[src/rtl/apb_wdt_gen2.sv]
// apb_wdt_gen2: APB watchdog with integrated down-counter, prescaler, keyed feed/lock,
// windowed refresh and two-stage timeout (IRQ first, sticky reset request second).
module apb_wdt_gen2 #(
    parameter int          CNT_W = 32,
    parameter int          PRE_W = 8,
    parameter logic [31:0] KEY   = 32'h1ACCE551
) (
    input  logic        PCLK,
    input  logic        PRESETn,
    input  logic        PSEL,
    input  logic [19:2] PADDR,
    input  logic        PENABLE,
    input  logic        PWRITE,
    input  logic [31:0] PWDATA,
    output logic [31:0] PRDATA,
    output logic        PREADY,
    output logic        IRQ,
    output logic        WDT_RST_REQ
);
    logic [CNT_W-1:0] cnt, load, win;
    logic [PRE_W-1:0] pre, psc;
    logic             en, rsten, winen, ov, winviol, rstreq, locked;
    logic [1:0]       irqen;
    logic             wr, cfg_wr, clr_wr, tick, feed_key, early, feed_ok, timeout, en_rise;

    assign wr       = PSEL & PWRITE & PENABLE;
    assign cfg_wr   = wr & ~locked;
    assign clr_wr   = wr & (PADDR == 18'h4);
    assign tick     = en & (psc == pre);
    assign feed_key = wr & (PADDR == 18'h6) & (PWDATA == KEY);
    assign early    = feed_key & winen & (cnt > win);
    assign feed_ok  = feed_key & ~early;
    // a valid feed landing on the zero tick pre-empts the timeout
    assign timeout  = tick & (cnt == '0) & ~feed_ok;
    assign en_rise  = cfg_wr & (PADDR == 18'h5) & PWDATA[0] & ~en;

    assign PREADY      = 1'b1;
    assign WDT_RST_REQ = rstreq;
    assign IRQ         = (ov & irqen[0]) | (winviol & irqen[1]);

    always_ff @(posedge PCLK or negedge PRESETn) begin
        if (!PRESETn) begin
            cnt     <= '1;
            load    <= '0;
            win     <= '0;
            pre     <= '0;
            psc     <= '0;
            en      <= 1'b0;
            rsten   <= 1'b0;
            winen   <= 1'b0;
            irqen   <= '0;
            ov      <= 1'b0;
            winviol <= 1'b0;
            rstreq  <= 1'b0;
            locked  <= 1'b0;
        end else begin
            if (en_rise || feed_ok) begin
                cnt <= load;
                psc <= '0;
            end else if (en) begin
                psc <= tick ? '0 : psc + PRE_W'(1);
                if (tick) cnt <= (cnt == '0) ? load : cnt - CNT_W'(1);
            end
            ov      <= (timeout & ~ov) | (ov & ~(clr_wr & PWDATA[0]));
            winviol <= early | (winviol & ~(clr_wr & PWDATA[2]));
            rstreq  <= rstreq | (rsten & (early | (timeout & ov)));
            if (wr && PADDR == 18'h7) locked <= (PWDATA != KEY);
            if (cfg_wr && PADDR == 18'h1) load <= PWDATA[CNT_W-1:0];
            if (cfg_wr && PADDR == 18'h2) win <= PWDATA[CNT_W-1:0];
            if (cfg_wr && PADDR == 18'h5) begin
                en    <= PWDATA[0];
                rsten <= PWDATA[1];
                winen <= PWDATA[2];
                pre   <= PWDATA[8 +: PRE_W];
            end
            if (cfg_wr && PADDR == 18'h40) irqen <= PWDATA[1:0];
        end
    end

    always_comb begin
        case (PADDR)
            18'h0:               PRDATA = 32'(cnt);
            18'h1:               PRDATA = 32'(load);
            18'h2:               PRDATA = 32'(win);
            18'h3:               PRDATA = {28'd0, locked, winviol, rstreq, ov};
            18'h4, 18'h6, 18'h7: PRDATA = '0;
            18'h5:               PRDATA = 32'({pre, 5'd0, winen, rsten, en});
            18'h40:              PRDATA = {30'd0, irqen};
            default:             PRDATA = 32'hDEADBEEF;
        endcase
    end
endmodule

[config.mk]
export PLATFORM = sky130hd
export DESIGN_NAME = apb_wdt_gen2
export DESIGN_NICKNAME = d
export VERILOG_FILES = /design/src/rtl/apb_wdt_gen2.sv
export SDC_FILE = /design/constraint.sdc
export NUM_CORES = 1
export LEC_CHECK = 0
export BUFFER_PORTS_ARGS = -buffer_cell sky130_fd_sc_hd__buf_2
export CAP_MARGIN = 20
export CORE_ASPECT_RATIO = 1.25
export CORE_UTILIZATION = 25
export CTS_CLUSTER_SIZE = 25
export DETAILED_ROUTE_END_ITERATION = 7
export GPL_TIMING_DRIVEN = 0
export PLACE_DENSITY = 0.41
export SLEW_MARGIN = 25
export SYNTH_ARGS = -nofsm -noshare
export SYNTH_HDL_FRONTEND = slang
export SYNTH_SLANG_ARGS = --single-unit
[constraint.sdc]
create_clock -name PCLK -period 2.5 [get_ports PCLK]
set_input_delay 0.125 -clock PCLK [delete_from_list [all_inputs] [get_ports PCLK]]
set_output_delay 0.125 -clock PCLK [all_outputs]
set_load 0.005 [all_outputs]
==> impl_metrics.yaml, run 1 <==
place:
  port_buffers: 86
  pre_cts_ws_ps: -1030
  hpwl_um: 21300
  dpl.cell_count: 1297
  finalWeightedCongestion: 0.824
detailed_routing:
  drc: 0
  detail_route.wl_per_cell_um: 21.2
  route.vias.total: 7146
  first_pass_iters: 5
  drtAntennaViolNets: 0
  drt_iter0_markers: 343
  wl_um: 29600
  via_per_inst: 5.11
global_route:
  overflow: 0
  grt_pass1_wl_um: 44300
  grt_antenna_before_repair: 0
  track_usage_pct: 18.9
  grt_max_degree: 73
  grt_pass1_vias: 7063
logic_synthesis:
  synth_edf_count: 0
  ys_ff_latch: 121
  synth-main-ff-cell: "dfrtp_1"
  netlist_instances: 809
  synth_top_area_share_pct: 28.7
  synth-async-reset-ratio_pct: 100
  yosysWarnings: 0
  syn_area_sq_um: 7770
  synth_nets: 899
  yosysTopAreaCell: "dfrtp_1"
  yosysSeqAreaShare_pct: 39.5
  avgSynthCellArea_sq_um: 9.60
  synth_area_leaders: "dfrtp_1 (29%), dfstp_2 (11%), mux2_2 (11%)"
  ys_types: 76
setup_path:
  criticalPathCategory: "reg2reg"
  cp.arrival_ps: 3190
  end_kind: "register"
  path_cells: "ha_1, nand4_1, buf_4, nor3_1, a221o_1, o21ai_2, a31oi_4, a21boi_4, buf_12, clkbuf_16, a2bb2oi_2"
  max_stage_delay_ps: 590
  cp_max_fo: 5
  worstPathRequired_ps: 2850
  start_kind: "register"
  critPathSlowestCell: "dfstp_2"
finish:
  finalCoreUtilization_pct: 34.5
  syn2layout_area_growth_pct: 34.4
  layout-drive-gt1-share_pct: 37.1
  antennaDiodeCount: 0
  finalNonFillerCells: 1399
  final_nets: 1075
run:
  cap_violations: 0
sta:
  fmax_mhz: 352
  finalCriticalPeriod_ps: 2840
  setup_ws_ps: -341
  hold_viol_final: 0
  rsz0062_at_grt: "yes"
  worst_slew_pin_slew_ps: 962
  finalSetupTns_ps: -10520
  slew_viol_final: 0
  setup-violations-final: 41
  finalCritPeriodShare_pct: 114
  maxSlewHeadroom_pct: 35.9
  clock-skew-final_ps: 14.1
clock_tree:
  clock_latency_ps: 420
  clockRootBuffer: "clkbuf_16"
  cts_sinks: 121
  numCtsBuffers: 17
  clk_pin_slew_worst_paths_ps: 60
  cts_tree: "done"
  cts.path.max_buffers: 2
  htreeDepth: 4
pwr:
  power_density_nw_per_um2: 449
  vdd_drop_max_v: 0.000303
  leakagePower_nw: 4.47
outcome:
  run_status: "finished with violations"
  violations: "negative setup slack"
floorplanning:
  coreArea_sq_um: 30300
  start_util_pct: 25.6
  die_h_um: 199
  ioPinCount: 90
  chipWidth_um: 160
  fp-row-count: 71
  die-area_sq_um: 31800
worst_hold_path:
  hold_class: "in2reg"
logic make-up (layout without fill, tap and decap cells):
group,after synthesis,after routing,synth area share (%)
adders and majority gates,35,35,5.64
buffers and inverters,85,274,4.81
and+or+nand+nor,272,272,18.8
muxes,91,91,13.1
other,1,1,0.0483
AOI/OAI and AO/OA,192,192,16.7
xor gates and xnor gates,12,12,1.35
DFF,121,121,39.5
metal layers:
| metal | global-route usage, % | vias up | part of all wire, % |
|---|---|---|---|
| met1 | 23.6 | 3573 | 44 |
| met5 | 0 | - | 0 |
| li1 | - | 3356 | - |
| met3 | 2.18 | 44 | 3.1 |
| met2 | 33.2 | 173 | 50 |
| met4 | 7.37 | 0 | 2.7 |
through the flow:
stage          hold slack, ps  power (W)  area (sq um)
6_report                 14.0    0.00469         10400
5_1_grt                  21.8    0.00484         10400
4_1_cts                  3.74    0.00475         10100
3_5_place_dp             67.3    0.00218          8770
3_3_place_gp              390    0.00217          8720
2_1_floorplan            -171    0.00204          7790
layout make-up:
type | instances | area, sq um
clock buffers | 21 | 470
fillers | 3142 | 19900
inverters | 41 | 154
well taps | 401 | 502
multi-input cells | 603 | 4690
flip-flops and latches | 121 | 3070
repair buffers | 160 | 1150
plain buffers | 41 | 287
clock inverters | 11 | 121
cell usage in the layout (no fill, tap or decap), types with 25 or more instances in the layout:
cell type      instances
buf_2                 92
mux2_2                73
dfrtp_1               89
dfstp_2               32
dlygate4sd3_1         25
nand2_1               77
buf_4                 46
nor2_1                44
ha_1                  32
a21oi_1               42
inv_1                 39
nand3_1               37
a22oi_1               26
state kept, by name, indices dropped and copies added (netlist names), 2 cells and up:
name	cells
load	32
cnt	32
psc	8
irqen	2
win	32
pre	8
what timing repair did:
| action | CTS | global route |
|---|---|---|
| setup endpoints to repair | 135 | 60 |
| pin swaps | 12 | 26 |
| gates resized for setup | 48 | 50 |
| hold buffers | 25 | 0 |
| gates cloned | 1 | 2 |
| endpoints found under the hold margin | 100 | 0 |
| setup buffers | 29 | 17 |
power breakdown:
part           switching, W  leakage (nW)  internal (W)  total, W
registers      0.0000000828          1.57       0.00196   0.00196
clock network      0.000973         0.277       0.00154   0.00252
logic              0.000126          2.63     0.0000830  0.000209
total               0.00110          4.47       0.00359   0.00469
Yosys cell counts, types with 4 or more instances:
master,instances
a21o_1,5
a21oi_1,44
a22o_1,8
a22oi_1,26
a2bb2oi_1,19
and2_1,7
and3_1,11
buf_2,11
buf_4,5
clkbuf_1,22
dfrtp_1,89
dfstp_2,32
ha_1,35
inv_1,41
mux2_1,4
mux2_2,73
mux2i_1,13
nand2_1,79
nand2b_1,5
nand3_1,39
nand4_1,18
nor2_1,44
nor3_1,12
nor4_1,10
nor4b_1,4
nor4bb_1,4
o211ai_1,6
o21ai_0,23
o21ai_1,17
o22ai_1,11
or3_1,5
xnor2_1,4
xor2_1,8
critical path: cells and delay by family (launching register included):
kind	cells	cell delay [ps]
compound gates	5	1090
flops	1	590
buf+inv	3	520
simple gates	2	420
fa+ha+maj	1	160
path summary, 6_finish.rpt:
check / startpoint / to / cells past startpoint / slack (ps)
max: cnt[28] / cnt[5] / 11 / -340
min: PWDATA[1] / win[1] / 2 / 10
max reg2reg: cnt[28] / cnt[5] / 11 / -340
min reg2reg: WDT_RST_REQ / WDT_RST_REQ / 1 / 490
max in group asynchronous: PRESETn / cnt[25] / 3 / 1550
min in group asynchronous: PRESETn / psc[6] / 2 / 190
(Power assumes the default switching activity.)
==> run 2: changes to the inputs <==
ABC_AREA = 1   (was default)
==> run 2 against run 1 <==
The run now ends clean. Critical path depth up 4. Wire length up 22%. Clock skew down 4.0 ps. Final area up 3.9%. Clock-buffer cell count down 2. Synthesized cell count up 55%. Die area up 10%. Combinational power rose to 14 times the previous value. Clock power up 6%. Setup slack better by 430 ps. Critical path type unchanged. Largest power group is now combinational logic.
==> impl_metrics.yaml, run 2 <==
place:
  dpl_cell_area_sq_um: 9600
  hpwl_um: 27600
  port_buffers: 88
  finalWeightedCongestion: 0.927
sta:
  setup-violations-final: 0
  finalCriticalPeriod_ps: 2410
  finalCritPeriodShare_pct: 96.3
  fmax_mhz: 415
  worst_slew_pin_slew_ps: 965
  rsz0062_at_grt: "yes"
  maxSlewHeadroom_pct: 35.2
  hold_viol_final: 0
  slew_viol_final: 0
  holdWs_ps: 18.1
  clock-skew-final_ps: 10.1
floorplanning:
  ioPinCount: 90
  coreArea_sq_um: 33700
  die_h_um: 209
  fp-row-count: 75
  start_util_pct: 25.5
  chipWidth_um: 168
  die-area_sq_um: 35100
setup_path:
  worstPathRequired_ps: 2870
  end_kind: "register"
  cp_num_buf_inv: 2
  critPathSlowestCell: "dfrtp_1"
  start_kind: "register"
  cp.arrival_ps: 2780
  cp_max_fo: 10
  cp_top_family: "simple AND/OR/NAND/NOR gates"
  criticalPathCategory: "reg2reg"
  crit_top_cell: "nand2_2"
  path_cells: "inv_1, ha_1, nand2_2, nor2_4, nand4_1, nor2_4, nand3_2, nand2_2, nor2_1, nand2_2, nand2_4, nand2_8, buf_6, nand2_1, nand3_1"
  max_stage_delay_ps: 380
logic_synthesis:
  yosysWarnings: 0
  yosysTopAreaCell: "dfrtp_1"
  synth_top_area_share_pct: 25.9
  ys_ff_latch: 121
  avgSynthCellArea_sq_um: 6.84
  syn_area_sq_um: 8590
  synth_area_leaders: "dfrtp_1 (26%), nand2_1 (13%), dfstp_2 (9.8%)"
  synthTopCellsByCount: "nand2_1 (288), inv_1 (156), nor2_1 (149)"
  netlist_instances: 1257
  ys_types: 43
  yosysSeqAreaShare_pct: 35.7
  synth-main-ff-cell: "dfrtp_1"
  synth_nets: 1347
  synth-async-reset-ratio_pct: 100
  synth_edf_count: 0
  synth.most_common_cell: "nand2_1"
clock_tree:
  clockRootBuffer: "clkbuf_16"
  clk_pin_slew_worst_paths_ps: 60
  clock_latency_ps: 440
  cts_tree: "done"
  cts_sinks: 121
  htreeDepth: 4
  numCtsBuffers: 17
  cts.path.max_buffers: 2
global_route:
  grt_pass1_wl_um: 54800
  met3_usage_pct: 2.47
  grt_pass1_vias: 9052
  busiest_layer: "met2"
  track_usage_pct: 20.9
  grt_max_degree: 76
  overflow: 0
  met2_usage_pct: 37.7
  grt_antenna_before_repair: 0
  grtUsageMet1_pct: 25.5
outcome:
  run_status: "complete, no violations"
finish:
  syn2layout_area_growth_pct: 26.3
  final_common_cell: "nand2_1"
  n_fill_cell: 3703
  layout_common_cells: "nand2_1 (282), inv_1 (154), nor2_1 (142)"
  multi_input_area_sq_um: 4800
  regArea_sq_um: 3070
  antennaDiodeCount: 0
  fin_area_sq_um: 10900
  layout-drive-gt1-share_pct: 17.0
  final_nets: 1497
  largestRegisters: "cnt: 32 flops, load: 32 flops, win: 32 flops"
detailed_routing:
  drtAntennaViolNets: 0
  detail_route.wl_per_cell_um: 19.6
  first_pass_iters: 5
  wl_um: 36100
  route.vias.total: 9073
  drt_iter0_markers: 573
  via_per_inst: 4.92
  drc: 0
worst_hold_path:
  hold_class: "in2reg"
pwr:
  leakagePower_nw: 4.77
  power_density_nw_per_um2: 785
  vdd_drop_max_v: 0.000377
  power.total_w: 0.00851
run:
  cap_violations: 0
==> run 2: cell count changes after synthesis, moves of 71 or more <==
cell / change
nand3_1: +80
inv_1: +115
mux2_2: -73
nand2_1: +209
o21ai_0: +71
nor2_1: +105
==> run 2: kinds of logic after synthesis <==
kind of cell | share of synthesized area (%)
other | 0.0436
adder cells (fa/ha/maj) | 5.10
AO/OA/AOI/OAI | 13.7
buffers and inverters | 9.99
flip-flops | 35.7
XOR/XNOR | 1.43
AND/OR/NAND/NOR | 34.0
==> run 2: per-stage QoR <==
stage	utilization (%)	TNS (ps)	setup WS [ps]	std cells
6_report	32.2	0	92.3	1843
5_1_grt	32.2	-28.1	-9.97	1843
4_1_cts	31.5	0	16.0	1835
3_5_place_dp	28.5	-39370	-765	1769
3_3_place_gp	28.4	-87210	-735	1768
2_1_floorplan	-	0	582	1257
==> run 2: power by group <==
part           switching [W]  leakage [nW]  internal [W]
Combinational        0.00186          2.92       0.00116
Clock                0.00106         0.294       0.00160
Sequential          0.000448          1.56       0.00239
==> run 2: metal layers <==
layer | wire [um] | share of wire, % | vias to the layer above
met4 | 1000 | 2.8 | 0
met3 | 1190 | 3.3 | 47
li1 | - | - | 4485
met5 | 0 | 0 | -
met1 | 15300 | 42 | 4332
met2 | 18500 | 51 | 209
==> run 2: worst paths after layout <==
check | cells after the start | slack [ps] | to | from
setup / recovery | 15 | 90 | cnt[0] | win[22]
hold / removal | 3 | 20 | win[16] | PWDATA[16]
setup reg to reg | 15 | 90 | cnt[0] | win[22]
hold reg to reg | 2 | 490 | win[15] | win[15]
max in group asynchronous | 3 | 1510 | cnt[12] | PRESETn
min in group asynchronous | 2 | 250 | win[26] | PRESETn
==> run 2: final cells by class <==
cell class / instances / area share [%]
inverter: 163 / 5.71
clock inverter: 13 / 1.55
multi-input combinational: 922 / 44.3
timing repair buffer: 131 / 8.37
clock buffer: 19 / 4.08
sequential: 121 / 28.3
buffer: 51 / 2.87
tap: 423 / 4.88
==> run 2: worst min-delay path: stages <==
cell and delay, ps:
buf_2 90, inv_1 90, o21ai_0 100
==> run 2: repair_timing <==
action	CTS	global route
endpoints found under the hold margin	106	0
endpoints found under the setup margin	73	68
buffers inserted	7	6
resized for setup	25	41
gates cloned	0	2
pin swaps	5	9
hold buffers	27	0
==> run 3: changes to the inputs <==
MAX_ROUTING_LAYER = met4   (was default)
PLACE_DENSITY = 0.39   (was 0.41)
clock period = 2.6 ns   (was 2.5 ns; I/O delays follow)
==> run 3 against run 2 <==
Sequential cell count unchanged. Setup slack worse by 12 ps. Combinational power down 7.9%. Die area unchanged. Sequential share of layout area up 0.56 points. Critical path type is now in2reg. Register-to-register slack better by 20 ps.
==> impl_metrics.yaml, run 3 (synthesized netlist as in run 2, its figures left out) <==
outcome:
  run_status: "complete, no violations"
run:
  cap_violations: 0
detailed_routing:
  drtAntennaViolNets: 0
  drc: 0
  via_per_inst: 4.90
  drt_iter0_markers: 525
  wl_um: 36200
  first_pass_iters: 5
  detail_route.wl_per_cell_um: 19.8
  route.vias.total: 8969
sta:
  fmax_mhz: 397
  rsz0062_at_grt: "no"
  finalCriticalPeriod_ps: 2520
  hold_viol_final: 0
  worst_slew_pin_slew_ps: 952
  clock-skew-final_ps: 14.6
  setup-violations-final: 0
  maxSlewHeadroom_pct: 36.1
  slew_viol_final: 0
  finalCritPeriodShare_pct: 96.9
  setup_ws_ps: 80.0
setup_path:
  end_kind: "register"
  cp_max_fo: 10
  cp_top_family: "simple AND/OR/NAND/NOR gates"
  cp_num_buf_inv: 3
  max_stage_delay_ps: 530
  cp.arrival_ps: 2880
  critPathSlowestCell: "dlygate4sd3_1"
  path_cells: "dlygate4sd3_1, buf_2, nor2_1, nand3_1, nor2_1, nand2_1, nor2_1, nand3_1, nor2_1, nand2_2, nand2_4, buf_2, nand3_1, nand3_1"
  criticalPathCategory: "in2reg"
  worstPathRequired_ps: 2960
  start_kind: "primary input"
worst_hold_path:
  hold_class: "in2reg"
place:
  dpl_cell_area_sq_um: 9600
  hpwl_um: 28100
  dpl.cell_count: 1769
  finalWeightedCongestion: 0.921
  port_buffers: 88
  pre_cts_ws_ps: -616
pwr:
  internal-power_w: 0.00509
  p_sw_w: 0.00317
  swShare_pct: 38.4
  power_density_nw_per_um2: 776
  pwr-share-clk_pct: 33.1
  combPwrFrac_pct: 33.7
  p_seq_share_pct: 33.2
  leakagePower_nw: 4.70
  vdd_drop_max_v: 0.000346
floorplanning:
  ioPinCount: 90
  die_h_um: 209
  die-area_sq_um: 35100
  start_util_pct: 25.5
  chipWidth_um: 168
  coreArea_sq_um: 33700
  fp-row-count: 75
finish:
  finalNonFillerCells: 1830
  regArea_sq_um: 3070
  fin_area_sq_um: 10600
  final_nets: 1484
  n_fill_cell: 3703
  layout-drive-gt1-share_pct: 15.7
  multi_input_area_sq_um: 4730
  antennaDiodeCount: 0
  syn2layout_area_growth_pct: 23.8
  layout_common_cells: "nand2_1 (285), inv_1 (156), nor2_1 (144)"
  final_common_cell: "nand2_1"
  finalCoreUtilization_pct: 31.6
  largestRegisters: "cnt: 32 flops, load: 32 flops, win: 32 flops"
clock_tree:
  cts_tree: "done"
  clk_pin_slew_worst_paths_ps: 60
  htreeDepth: 4
  cts_sinks: 121
  clock_latency_ps: 440
  numCtsBuffers: 17
  cts.path.max_buffers: 2
  clockRootBuffer: "clkbuf_16"
global_route:
  grt_pass1_vias: 9223
  grt_antenna_before_repair: 0
  grt_pass1_wl_um: 55600
  track_usage_pct: 21.9
  grt_max_degree: 66
  overflow: 0
==> run 3: stage by stage <==
step                hold slack [ps]  total power, W  TNS [ps]
finish                         10.5         0.00826         0
global placement                429         0.00541    -70310
detailed placement             95.4         0.00543    -27610
CTS                            1.49         0.00825     -26.4
global route                   19.4         0.00888         0
floorplan                      -166         0.00455         0
==> run 3: power by group through the flow <==
stage,Sequential [W],Combinational [W],Clock (W)
4_1_cts,0.00277,0.00269,0.00279
5_1_grt,0.00279,0.00322,0.00286
3_3_place_gp,0.00280,0.00260,0
2_1_floorplan,0.00260,0.00195,0
6_report,0.00274,0.00278,0.00273
3_5_place_dp,0.00280,0.00262,0
==> run 3: worst register-to-register path: stages (launching register included) <==
cell and delay, ps:
dfstp_2 590, ha_1 260, nand2_1 60, nand2_1 50, nand2_1 50, nand2_1 50, nand2_1 90, nand3_1 150
a21oi_2 270, nand2_1 160, nand2_2 110, nand2_4 110, buf_2 230, nand3_1 110, nand3_1 100
==> run 3: repair_timing <==
action	4_1_cts	5_1_grt
gates resized for setup	17	19
endpoints found under the hold margin	87	0
gates cloned	0	0
setup endpoints to repair	72	54
pin swaps	3	3
hold buffers	21	0
buffers inserted	3	5
==> run 3: worst paths after layout <==
check | start | depth (start not counted) | endpoint | slack (ps)
hold / removal | PWDATA[25] | 3 | win[25] | 10
max in group asynchronous | PRESETn | 3 | cnt[1] | 1600
hold reg to reg | win[2] | 2 | win[2] | 480
setup reg to reg | cnt[17] | 14 | cnt[0] | 110
min in group asynchronous | PRESETn | 2 | pre[3] | 210
setup / recovery | PWDATA[21] | 14 | cnt[0] | 80
==> run 3: cell type report <==
type / instances / area share [%]
multi-input combinational: 922 / 44.5
inverter: 163 / 5.75
buffer: 51 / 2.65
clock inverter: 13 / 2.02
sequential: 121 / 28.8
clock buffer: 19 / 4.16
timing repair buffer: 118 / 7.15
tap: 423 / 4.97
==> run 3: metal layers <==
layer / GRT usage (%) / routed length (um)
met1: 26.1 / 15900
met5: - / 0
met3: 2.28 / 794
met4: 6.74 / 792
met2: 38.6 / 18700
